### config.mk
export PLATFORM = sky130hd
export DESIGN_NAME = sprite_reader_flat
export DESIGN_NICKNAME = d
export VERILOG_FILES = /design/src/rtl/sprite_reader_pkg.sv /design/src/rtl/sprite_reader_if.sv /design/src/rtl/sprite_reader_fifo.sv /design/src/rtl/sprite_reader.sv /design/src/flat_wrapper.sv
export SDC_FILE = /design/constraint.sdc
export NUM_CORES = 1
export LEC_CHECK = 0
export ABC_CLOCK_PERIOD_IN_PS = 5840
export CAP_MARGIN = 0
export CORE_ASPECT_RATIO = 0.6
export CORE_UTILIZATION = 25
export CTS_CLUSTER_SIZE = 10
export DETAILED_ROUTE_END_ITERATION = 7
export PLACE_DENSITY_LB_ADDON = 0.05
export SETUP_SLACK_MARGIN = 0.3
export SLEW_MARGIN = 20
export SYNTH_ARGS = -nofsm -noshare
export SYNTH_HDL_FRONTEND = slang
export SYNTH_SLANG_ARGS = --single-unit
### constraint.sdc
create_clock -name clka -period 5.84 [get_ports clka]
set_clock_uncertainty 0.2 [all_clocks]
set_input_delay 1.168 -clock clka [delete_from_list [all_inputs] [get_ports clka]]
set_output_delay 1.168 -clock clka [all_outputs]
set_load 0.005 [all_outputs]
### src/rtl/sprite_reader_pkg.sv
// sprite_pkg: definitions shared by the sprite read path.
// Holds the pixel tag carried alongside every ROM read, the default
// transparent colour key and the reader FSM state encoding.
// No ports; imported with "import sprite_pkg::*".
package sprite_pkg;

    // Magenta is the colour the art tools export for "transparent".
    localparam logic [15:0] KEY_DEFAULT = 16'hF81F;

    // Sprite coordinates are 7 bits wide, which covers sprites up to 128x128.
    localparam int COORD_W = 7;

    // Display coordinate and end-of-sprite marker for one pixel.
    typedef struct packed {
        logic [COORD_W-1:0] x;
        logic [COORD_W-1:0] y;
        logic               last;
    } pix_tag_t;

    // Reader FSM state encoding.
    typedef enum logic [1:0] {
        ST_IDLE  = 2'd0,
        ST_RUN   = 2'd1,
        ST_DRAIN = 2'd2
    } state_e;

endpackage

### src/rtl/sprite_reader_if.sv
// sprite_reader_if: bundles the ROM read port and the pixel stream of the
// sprite reader.
//   rom_addr   : read address to the sprite ROM
//   rom_data   : ROM word, valid one cycle after the address is sampled
//   pix_valid  : a pixel is presented         pix_ready : consumer accepts it
//   pix_data   : RGB565 colour                pix_x/pix_y : display coordinate
//   pix_opaque : colour differs from the key  pix_last  : final pixel of the sprite
// Modport master is the reader; modport slave is the ROM plus compositor side.
interface sprite_reader_if #(
    parameter int ADDR_W = 13,
    parameter int DATA_W = 16
);
    logic [ADDR_W-1:0] rom_addr;
    logic [DATA_W-1:0] rom_data;
    logic              pix_valid;
    logic              pix_ready;
    logic [DATA_W-1:0] pix_data;
    logic [6:0]        pix_x;
    logic [6:0]        pix_y;
    logic              pix_opaque;
    logic              pix_last;

    modport master (
        output rom_addr,
        input  rom_data,
        output pix_valid,
        input  pix_ready,
        output pix_data,
        output pix_x,
        output pix_y,
        output pix_opaque,
        output pix_last
    );

    modport slave (
        input  rom_addr,
        output rom_data,
        input  pix_valid,
        output pix_ready,
        input  pix_data,
        input  pix_x,
        input  pix_y,
        input  pix_opaque,
        input  pix_last
    );
endinterface

### src/rtl/sprite_reader_fifo.sv
// pix_fifo2: a 2-entry synchronous FIFO that other sprite paths can reuse.
//   clka, rsta : clock and asynchronous active-high reset
//   push, din  : write request and data (ignored when full with no pop)
//   pop        : read request; the head advances (ignored when empty)
//   dout       : current head entry
//   count      : number of entries held (0..2)
// A push and a pop in the same cycle are both honoured, even when full.
module pix_fifo2 #(
    parameter int W = 31
) (
    input  logic         clka,
    input  logic         rsta,
    input  logic         push,
    input  logic [W-1:0] din,
    input  logic         pop,
    output logic [W-1:0] dout,
    output logic [1:0]   count
);
    logic [W-1:0] mem [2];
    logic         rd_ptr;
    logic         wr_ptr;
    logic         do_push;
    logic         do_pop;

    // When full, a push is accepted only if the head leaves in the same
    // cycle, so the slot being written is always free.
    assign do_pop  = pop && (count != 2'd0);
    assign do_push = push && ((count != 2'd2) || do_pop);
    assign dout    = mem[rd_ptr];

    // Storage, pointers and occupancy. Entries reset to zero so the head
    // reads as an all-zero word out of reset.
    always_ff @(posedge clka or posedge rsta) begin
        if (rsta) begin
            mem[0] <= '0;
            mem[1] <= '0;
            rd_ptr <= 1'b0;
            wr_ptr <= 1'b0;
            count  <= 2'd0;
        end else begin
            if (do_push) begin
                mem[wr_ptr] <= din;
                wr_ptr      <= ~wr_ptr;
            end
            if (do_pop) begin
                rd_ptr <= ~rd_ptr;
            end
            count <= count + {1'b0, do_push} - {1'b0, do_pop};
        end
    end

endmodule

### src/rtl/sprite_reader.sv
// sprite_reader: walks a sprite ROM row by row, optionally mirrored
// horizontally, and streams pixels with their display coordinates.
//   clka, rsta : clock and asynchronous active-high reset
//   start      : one-cycle request, honoured only while idle
//   flip       : horizontal mirror, captured when start is accepted
//   busy       : a sprite is in progress
//   done       : one-cycle pulse after the last pixel is accepted
//   bus        : ROM read port and valid/ready pixel stream (master side)
// The ROM answers one cycle after it samples the address. Each read carries
// its coordinate tag through a 1-deep pipeline so it can be written into a
// 2-entry output FIFO together with the returning word.
module sprite_reader
    import sprite_pkg::*;
#(
    parameter int              IMG_W  = 90,
    parameter int              IMG_H  = 90,
    parameter int              ADDR_W = 13,
    parameter int              DATA_W = 16,
    parameter logic [DATA_W-1:0] KEY  = KEY_DEFAULT
) (
    input  logic clka,
    input  logic rsta,
    input  logic start,
    input  logic flip,
    output logic busy,
    output logic done,
    sprite_reader_if.master bus
);
    localparam logic [1:0] IDLE  = ST_IDLE;
    localparam logic [1:0] RUN   = ST_RUN;
    localparam logic [1:0] DRAIN = ST_DRAIN;
    localparam int FIFO_W = DATA_W + $bits(pix_tag_t);

    logic [1:0]        state;
    logic              flip_q;
    logic [6:0]        col;
    logic [6:0]        row;
    logic [ADDR_W-1:0] addr;
    logic [ADDR_W-1:0] row_base;
    logic              tag_valid;
    pix_tag_t          tag_q;
    pix_tag_t          head_tag;
    logic [DATA_W-1:0] head_data;
    logic [1:0]        fifo_count;
    logic [FIFO_W-1:0] fifo_dout;
    logic              pop;
    logic              issue;
    logic              last_col;
    logic              last_row;
    logic [2:0]        occ;

    // A read is issued only if its word is guaranteed a FIFO slot. That is
    // the case when the words already held plus the word in flight, minus
    // any word leaving this cycle, number fewer than two.
    assign last_col = (col == 7'(IMG_W - 1));
    assign last_row = (row == 7'(IMG_H - 1));
    assign pop      = bus.pix_valid & bus.pix_ready;
    assign occ      = {1'b0, fifo_count} + {2'b0, tag_valid};
    assign issue    = (state == RUN) && (occ < (3'd2 + {2'b0, pop}));
    assign busy     = (state != IDLE);

    // Sequencer: captures the request, then steps the column and row counters
    // and the ROM address once per issued read. Row starts come from a
    // running base stepped by IMG_W so no multiplier is needed. A mirrored
    // row starts at its right-hand end and counts down. After the final
    // read the FSM waits in DRAIN until the last pixel has been accepted.
    always_ff @(posedge clka or posedge rsta) begin
        if (rsta) begin
            state    <= IDLE;
            flip_q   <= 1'b0;
            col      <= 7'd0;
            row      <= 7'd0;
            addr     <= '0;
            row_base <= '0;
            done     <= 1'b0;
        end else begin
            done <= 1'b0;
            case (state)
                IDLE: begin
                    if (start) begin
                        state    <= RUN;
                        flip_q   <= flip;
                        col      <= 7'd0;
                        row      <= 7'd0;
                        row_base <= '0;
                        addr     <= flip ? ADDR_W'(IMG_W - 1) : '0;
                    end
                end
                RUN: begin
                    if (issue) begin
                        if (last_col) begin
                            if (last_row) begin
                                state <= DRAIN;
                            end else begin
                                col      <= 7'd0;
                                row      <= row + 7'd1;
                                row_base <= row_base + ADDR_W'(IMG_W);
                                addr     <= flip_q ? row_base + ADDR_W'(2 * IMG_W - 1)
                                                   : row_base + ADDR_W'(IMG_W);
                            end
                        end else begin
                            col  <= col + 7'd1;
                            addr <= flip_q ? addr - ADDR_W'(1) : addr + ADDR_W'(1);
                        end
                    end
                end
                DRAIN: begin
                    if (pop && head_tag.last) begin
                        state <= IDLE;
                        done  <= 1'b1;
                    end
                end
                default: state <= IDLE;
            endcase
        end
    end

    // Tag pipeline: records the display coordinate of the read issued this
    // cycle so it meets its ROM word on the following cycle.
    always_ff @(posedge clka or posedge rsta) begin
        if (rsta) begin
            tag_valid <= 1'b0;
            tag_q     <= '0;
        end else begin
            tag_valid <= issue;
            if (issue) begin
                tag_q.x    <= col;
                tag_q.y    <= row;
                tag_q.last <= last_col && last_row;
            end
        end
    end

    pix_fifo2 #(
        .W(FIFO_W)
    ) u_fifo (
        .clka (clka),
        .rsta (rsta),
        .push (tag_valid),
        .din  ({bus.rom_data, tag_q}),
        .pop  (pop),
        .dout (fifo_dout),
        .count(fifo_count)
    );

    assign {head_data, head_tag} = fifo_dout;
    assign bus.rom_addr   = addr;
    assign bus.pix_valid  = (fifo_count != 2'd0);
    assign bus.pix_data   = head_data;
    assign bus.pix_x      = head_tag.x;
    assign bus.pix_y      = head_tag.y;
    assign bus.pix_last   = head_tag.last;
    assign bus.pix_opaque = (head_data != KEY);

endmodule

### src/flat_wrapper.sv
// flat-port wrapper written by rule: the top's interface ports become plain ports
module sprite_reader_flat import sprite_pkg::*;
#(
    parameter int              IMG_W  = 90,
    parameter int              IMG_H  = 90,
    parameter int              ADDR_W = 13,
    parameter int              DATA_W = 16,
    parameter logic [DATA_W-1:0] KEY  = KEY_DEFAULT
)
  (clka, rsta, start, flip, busy, done, bus_rom_addr, bus_rom_data, bus_pix_valid, bus_pix_ready, bus_pix_data, bus_pix_x, bus_pix_y, bus_pix_opaque, bus_pix_last);
  sprite_reader_if #(.ADDR_W(ADDR_W), .DATA_W(DATA_W)) bus_i ();
  input  logic clka;
  input  logic rsta;
  input  logic start;
  input  logic flip;
  output logic busy;
  output logic done;
  output wire logic [$bits(bus_i.rom_addr)-1:0] bus_rom_addr;
  input wire logic [$bits(bus_i.rom_data)-1:0] bus_rom_data;
  output wire logic [$bits(bus_i.pix_valid)-1:0] bus_pix_valid;
  input wire logic [$bits(bus_i.pix_ready)-1:0] bus_pix_ready;
  output wire logic [$bits(bus_i.pix_data)-1:0] bus_pix_data;
  output wire logic [$bits(bus_i.pix_x)-1:0] bus_pix_x;
  output wire logic [$bits(bus_i.pix_y)-1:0] bus_pix_y;
  output wire logic [$bits(bus_i.pix_opaque)-1:0] bus_pix_opaque;
  output wire logic [$bits(bus_i.pix_last)-1:0] bus_pix_last;
  assign bus_rom_addr = bus_i.rom_addr;
  assign bus_i.rom_data = bus_rom_data;
  assign bus_pix_valid = bus_i.pix_valid;
  assign bus_i.pix_ready = bus_pix_ready;
  assign bus_pix_data = bus_i.pix_data;
  assign bus_pix_x = bus_i.pix_x;
  assign bus_pix_y = bus_i.pix_y;
  assign bus_pix_opaque = bus_i.pix_opaque;
  assign bus_pix_last = bus_i.pix_last;
  sprite_reader #(.IMG_W(IMG_W), .IMG_H(IMG_H), .ADDR_W(ADDR_W), .DATA_W(DATA_W), .KEY(KEY)) u_core (.clka(clka), .rsta(rsta), .start(start), .flip(flip), .busy(busy), .done(done), .bus(bus_i));
endmodule
After elaboration in Yosys (flattened, before gate mapping)
Cells that the tools add are included.
- register bits: 126
- word-level logic and storage cells: 99
- input port bits: 21
- output and inout port bits: 48
- reduce and logical (&&, ||, !) cells: 15
- bitwise gates (word level): 5
- equality and inequality tests: 13
- mux-type cells: 36
- magnitude comparators: 4
- add/sub/neg operators: 10
- operators by type and width (kind ; number):
    two-way mux 13 bit ; 10
    two-way mux 31 bit ; 4
    bitwise mux 62 bit ; 1
    two-way mux 7 bit ; 8
    one-hot mux 13 bit (2 select lines) ; 2
    demux 31 bit (select 1 bit) ; 1
    one-hot mux 7 bit (2 select lines) ; 2
    inequality test 16 bit (second input constant) ; 1
    adder 7 x 1 -> 7 bit (second input constant) ; 2
    == test 7 bit (second input constant) ; 2
    adder 13 x 1 -> 13 bit (second input constant) ; 1
    adder 13 x 7 -> 13 bit (second input constant) ; 1
    adder 13 x 8 -> 13 bit (second input constant) ; 1
    subtractor 13 x 1 -> 13 bit (second input constant) ; 1
    two-way mux 2 bit ; 5
    AND reduction 5 bit ; 2
    inequality test 2 x 1 -> 1 bit (second input constant) ; 4
    logical AND 1 bit ; 6
    inequality test 2 bit (second input constant) ; 3
    one-hot mux 2 bit (3 select lines) ; 1
    nonzero test 2 bit ; 3
    >= comparator 2 bit (second input constant) ; 2
    NOT 1 -> 2 bit ; 2
    AND reduction 4 bit ; 1
    15 further kinds ; 17

Longest topological paths before layout
- word-level depth: 7
- depth in mapped cells: 11
- gate-level depth less buffers: 8

Hierarchy
Synthesis repeated with hierarchy kept, for this count alone.
- cells, all modules: 621
- area, all modules: 6660.1 um^2
- by module, submodules not included (module ; instances ; cells an instance ; area each (um^2) ; seq. area each (um^2)):
    sprite_reader ; 1 ; 425 ; 3681.0 ; 1476.4
    pix_fifo2 ; 1 ; 196 ; 2979.1 ; 1651.6

Worst setup path after synthesis
OpenSTA, ideal clock, no wires.
- path type: input port to flip-flop
- from: input port bus_pix_ready
- to: register u_core.col[6]
- cell stages on the path: 8
- data required time: 5.563 ns
- path slack: 2.896 ns
- setup time: 0.077 ns
- data arrival time: 2.666 ns
- path buffers: 1
- cell sequence: o21ai_1 -> o21a_1 -> or3_1 -> clkbuf_1 -> inv_2 -> a21oi_2 -> or4_1 -> a21oi_1
- word-level cells in the longest chain between the ends: 6
- ends and longest elaborated chain (item ; line ; source):
    start, declared ; flat_wrapper.sv:21 ; input wire logic [$bits(bus_i.pix_ready)-1:0] bus_pix_ready;
    AND 1 bit ; sprite_reader.sv:57 ; assign pop = bus.pix_valid & bus.pix_ready;
    adder 2 x 1 -> 3 bit ; sprite_reader.sv:59 ; assign issue = (state == RUN) && (occ < (3'd2 + {2'b0, pop}));
    < comparator 3 bit ; sprite_reader.sv:59 ;
    logical AND 1 bit ; sprite_reader.sv:59 ;
    inequality test 2 x 1 -> 1 bit (no source line) ; n/a ;
    AND reduction 4 bit (no source line) ; n/a ;
    end signal, assigned ; sprite_reader.sv:102 ; col <= col + 7'd1;
    end, declared ; sprite_reader.sv:36 ; logic [6:0] col;
No other way between the ends.
A chain may end at the register's enable or synchronous reset.

Final worst setup path
- from: register u_core.u_fifo.rd_ptr
- to: output port bus_pix_opaque
- word-level cells in the longest chain between the ends: 5
- ends and longest elaborated chain (item ; line ; source):
    start, declared ; sprite_reader_fifo.sv:20 ; logic rd_ptr;
    start signal, assigned ; sprite_reader_fifo.sv:46 ; rd_ptr <= ~rd_ptr;
    NOT 1 -> 2 bit (implied by the code) ; sprite_reader_fifo.sv:29 ; assign dout = mem[rd_ptr];
    two-way mux 31 bit (implied by the code) (3 in series) ; sprite_reader_fifo.sv:29 ;
    inequality test 16 bit ; sprite_reader.sv:153 ; assign bus.pix_opaque = (head_data != KEY);
    end, declared ; flat_wrapper.sv:25 ; output wire logic [$bits(bus_i.pix_opaque)-1:0] bus_pix_opaque;
No other way between the ends. The select of a mux whose other input is x is not followed.

==> impl_metrics.tcl <==
set metrics [dict create \
    routedWlPerCell_um 17.21 \
    floorplan.io_pins 69 \
    dp_hpwl_um 12750 \
    critical_path_class "reg -> out" \
    worst_max_slew_margin_expressed_relative_to_the_limit_pct 31.65 \
    max_slew.worst_pin.slew_ps 1025 \
    timing.final.crit_share_pct 72.45 \
    cell_count_after_synthesis 619 \
    setup_total_negative_slack_ps 0 \
    power-per-cell-area_nw_per_um2 594.9 \
    p_leak_nw 3.551 \
    placed_cells_incl_taps 1009 \
    synth.yosys.seq_area_share_pct 47.46 \
    peakVddDrop_v 0.0002508 \
    setup_repair_after_global_routing_missed_its_margin "no" \
    ys_async_sr_fraction_pct 100.0 \
    hold_viol 0 \
    grt_util_all_layers_pct 14.04 \
    distinct_cell_type_count_after_synthesis 56 \
    floorplan.rows 45 \
    cp-start-kind "flop" \
    post-synth-top-area-cell "dfrtp_1" \
    final.fill_count 2643 \
    arrival_ps 2860 \
    vias_per_cell 4.640 \
    layout.nets 720 \
    antenna_found_initial 0 \
    clock_tree_from_tritoncts "done" \
    outcome "finished, final reports clean" \
    drt_iter0_markers 207 \
    gr-total-overflow 0 \
    hold_buffer_count_at_cts 0 \
    yosysTopAreaCellShare_pct 47.46 \
    ff2ff_setup_slack_ps 2180 \
    post_cts_resize_count 0 \
    antennaDiodeCount 0 \
    clock_latency_ps 410 \
    tritoncts.num_buffers 17 \
    synth_nets 662 \
    h-tree-depth 4 \
    initial_utilization_pct 25.79 \
    crit_required_ps 4470 \
    first_pass_grt_wire_length_um 28700 \
    mappedNetlistArea_um2 6591 \
    synth-warning-count 0 \
    cts.reportedPaths.clkPinSlew_ps 50 \
    post_synth_main_area_contributors "dfrtp_1 47%, mux2_2 16%, nand2_1 4.6%" \
    critPathCaptureType "primary output" \
    final_cells 1040 \
    core-area_um2 25560 \
    report.final.setup_viol 0 \
    syn_to_final_growth_pct 24.92 \
    via_count_of_the_first_global_routing_pass 4963 \
    dieWidth_um 211.6 \
    critical_path.max_fanout 20 \
    min_tclk_post_route_ps 4231 \
    avgSynthCellArea_um2 10.65 \
    fp.dieArea_um2 27040 \
    drive_gt1_share_pct 20.93 \
    leading_register_cell_type_out_of_synthesis "dfrtp_1" \
    synth-seq-cells 125 \
    cts_num_sinks 125 \
    hold_class "reg -> reg" \
    num_vias 4826 \
    final_estimated_routing_congestion_in_global_placement 0.8020 \
    final-max-slew-violation-count 0 \
    wirelength_um 17900 \
    cts_setup_buffers 0 \
    ctsLongestPathBuffers 2 \
    clock.fmax_mhz 236.4 \
    post-route-drc-count 0 \
    cap_violations 0 \
    firstDrtPassIters 6 \
    die_h_um 127.8 \
    number_of_enable_type_register_cells_in_the_synthesized_netlist 0 \
    cts_root_buffer "clkbuf_16" \
    grt_max_degree 77 \
    buffer_ports.inserted 68 \
    ant_nets 0 \
]
-- layout by cell type, fill, tap and decap left out, types with 6 or more instances in the layout --
cell type        netlist  layout
inv_1                 15      14
xor2_1                10      10
clkbuf_16              0      17
o21ai_0               26      26
nor2_1                24      22
mux2i_1                6       6
ha_1                  21      21
xnor2_1               16      16
mux2_2                93      93
nand4_1                7       7
buf_4                  0       7
a21oi_1               17      17
o31ai_1               19      19
and2_1                 7       7
nor3_1                 7       7
dfrtp_1              125     125
nand2_1               80      80
a211oi_1               6       6
a21o_1                12      12
clkdlybuf4s50_1        0      68
nand3_1               10      10
-- Yosys cell counts, types with 2 or more instances --
library cell,count
and2_1,7
clkbuf_1,32
o21a_1,4
mux2_2,93
a21oi_1,17
a2111oi_0,2
nand2_1,80
a211oi_1,6
o21ai_0,26
ha_1,21
nand3_1,10
a21boi_0,2
or2_2,4
buf_2,2
nor4_1,6
o31a_1,2
xor2_1,10
nand2b_1,2
nand3b_1,4
nor4b_1,3
mux2i_1,6
o22ai_1,2
o31ai_1,19
a21oi_2,2
a21o_1,12
a32oi_1,3
inv_1,15
and3_1,5
nor3_1,7
a211o_1,2
dfrtp_1,125
buf_1,2
o211ai_1,5
nand4_1,7
nor2_1,24
or4_1,4
a31oi_1,5
xnor2_1,16
o21ai_1,5
or3_1,4
-- worst paths after layout --
path	from	endpoint	cells after the start
min in group asynchronous	rsta	u_core.row_base[7]	2
max in group asynchronous	rsta	u_core.u_fifo.mem[14]	3
worst min register to register	u_core.u_fifo.mem[46]	u_core.u_fifo.mem[46]	1
worst max register to register	u_core.state[1]	u_core.col[6]	6
worst max-delay path	u_core.u_fifo.rd_ptr	bus_pix_opaque	6
worst min-delay path	u_core.u_fifo.mem[46]	u_core.u_fifo.mem[46]	1
-- state kept, by name (all words and copies together) (netlist names) --
register              count
u_core.u_fifo.rd_ptr      1
u_core.tag_valid          1
u_core.done               1
u_core.col                7
u_core.state              2
u_core.tag_q             15
u_core.row                7
u_core.u_fifo.mem        62
u_core.u_fifo.wr_ptr      1
u_core.flip_q             1
u_core.u_fifo.count       2
u_core.row_base          12
u_core.bus.rom_addr      13
-- critical path: stages (launching register included) --
cell and delay (ps):
dfrtp_1 960, buf_4 340, mux2_2 380, nand4_1 150
nor2_1 50, nand3_1 60, clkdlybuf4s50_1 490
-- kinds of logic after synthesis --
group | count (synthesis) | synth area share [%]
mux | 99 | 16.80
xor+xnor | 26 | 3.455
fa+ha+maj | 23 | 4.442
flops | 125 | 47.46
buf+inv | 53 | 3.170
simple gates | 171 | 12.28
compound gates | 122 | 12.40
-- power by group --
group          switching [mW]  internal, mW
Sequential              0.336          1.19
Combinational            1.16          1.17
Clock                   0.377         0.668
-- stage by stage --
step	power [mW]	cell area, um2	utilization (%)	worst slack [ps]	hold slack (ps)
2_1_floorplan	2.986	6591	-	1144	258.3
3_3_place_gp	3.833	7632	29.86	1423	281.7
3_5_place_dp	3.868	7632	29.86	1326	286.9
4_1_cts	4.953	8209	32.11	1456	294.7
5_1_grt	5.275	8234	32.21	1392	316.4
6_report	4.898	8234	32.21	1609	298.1
-- routing by layer --
metal  wire, um  global-route usage (%)  vias to the layer above
met2       7267                   19.25                       54
li1           -                       -                     2338
met1       9969                   21.54                     2423
met3        516                   3.356                       11
met4        148                   3.581                        0
met5          0                       0                        -
-- layout make-up --
| type | count | area [um2] | share of cell area (%) |
|---|---|---|---|
| clock buffer | 24 | 491.7 | 5.972 |
| clock inverter | 6 | 85.08 | 1.033 |
| inverter | 16 | 65.06 | 0.7902 |
| multi-input combinational | 441 | 3271 | 39.72 |
| sequential | 125 | 3128 | 37.99 |
| tap | 352 | 440.4 | 5.349 |
| timing repair buffer | 76 | 753.2 | 9.148 |
Note: power is estimated with default switching activity, not from simulation.
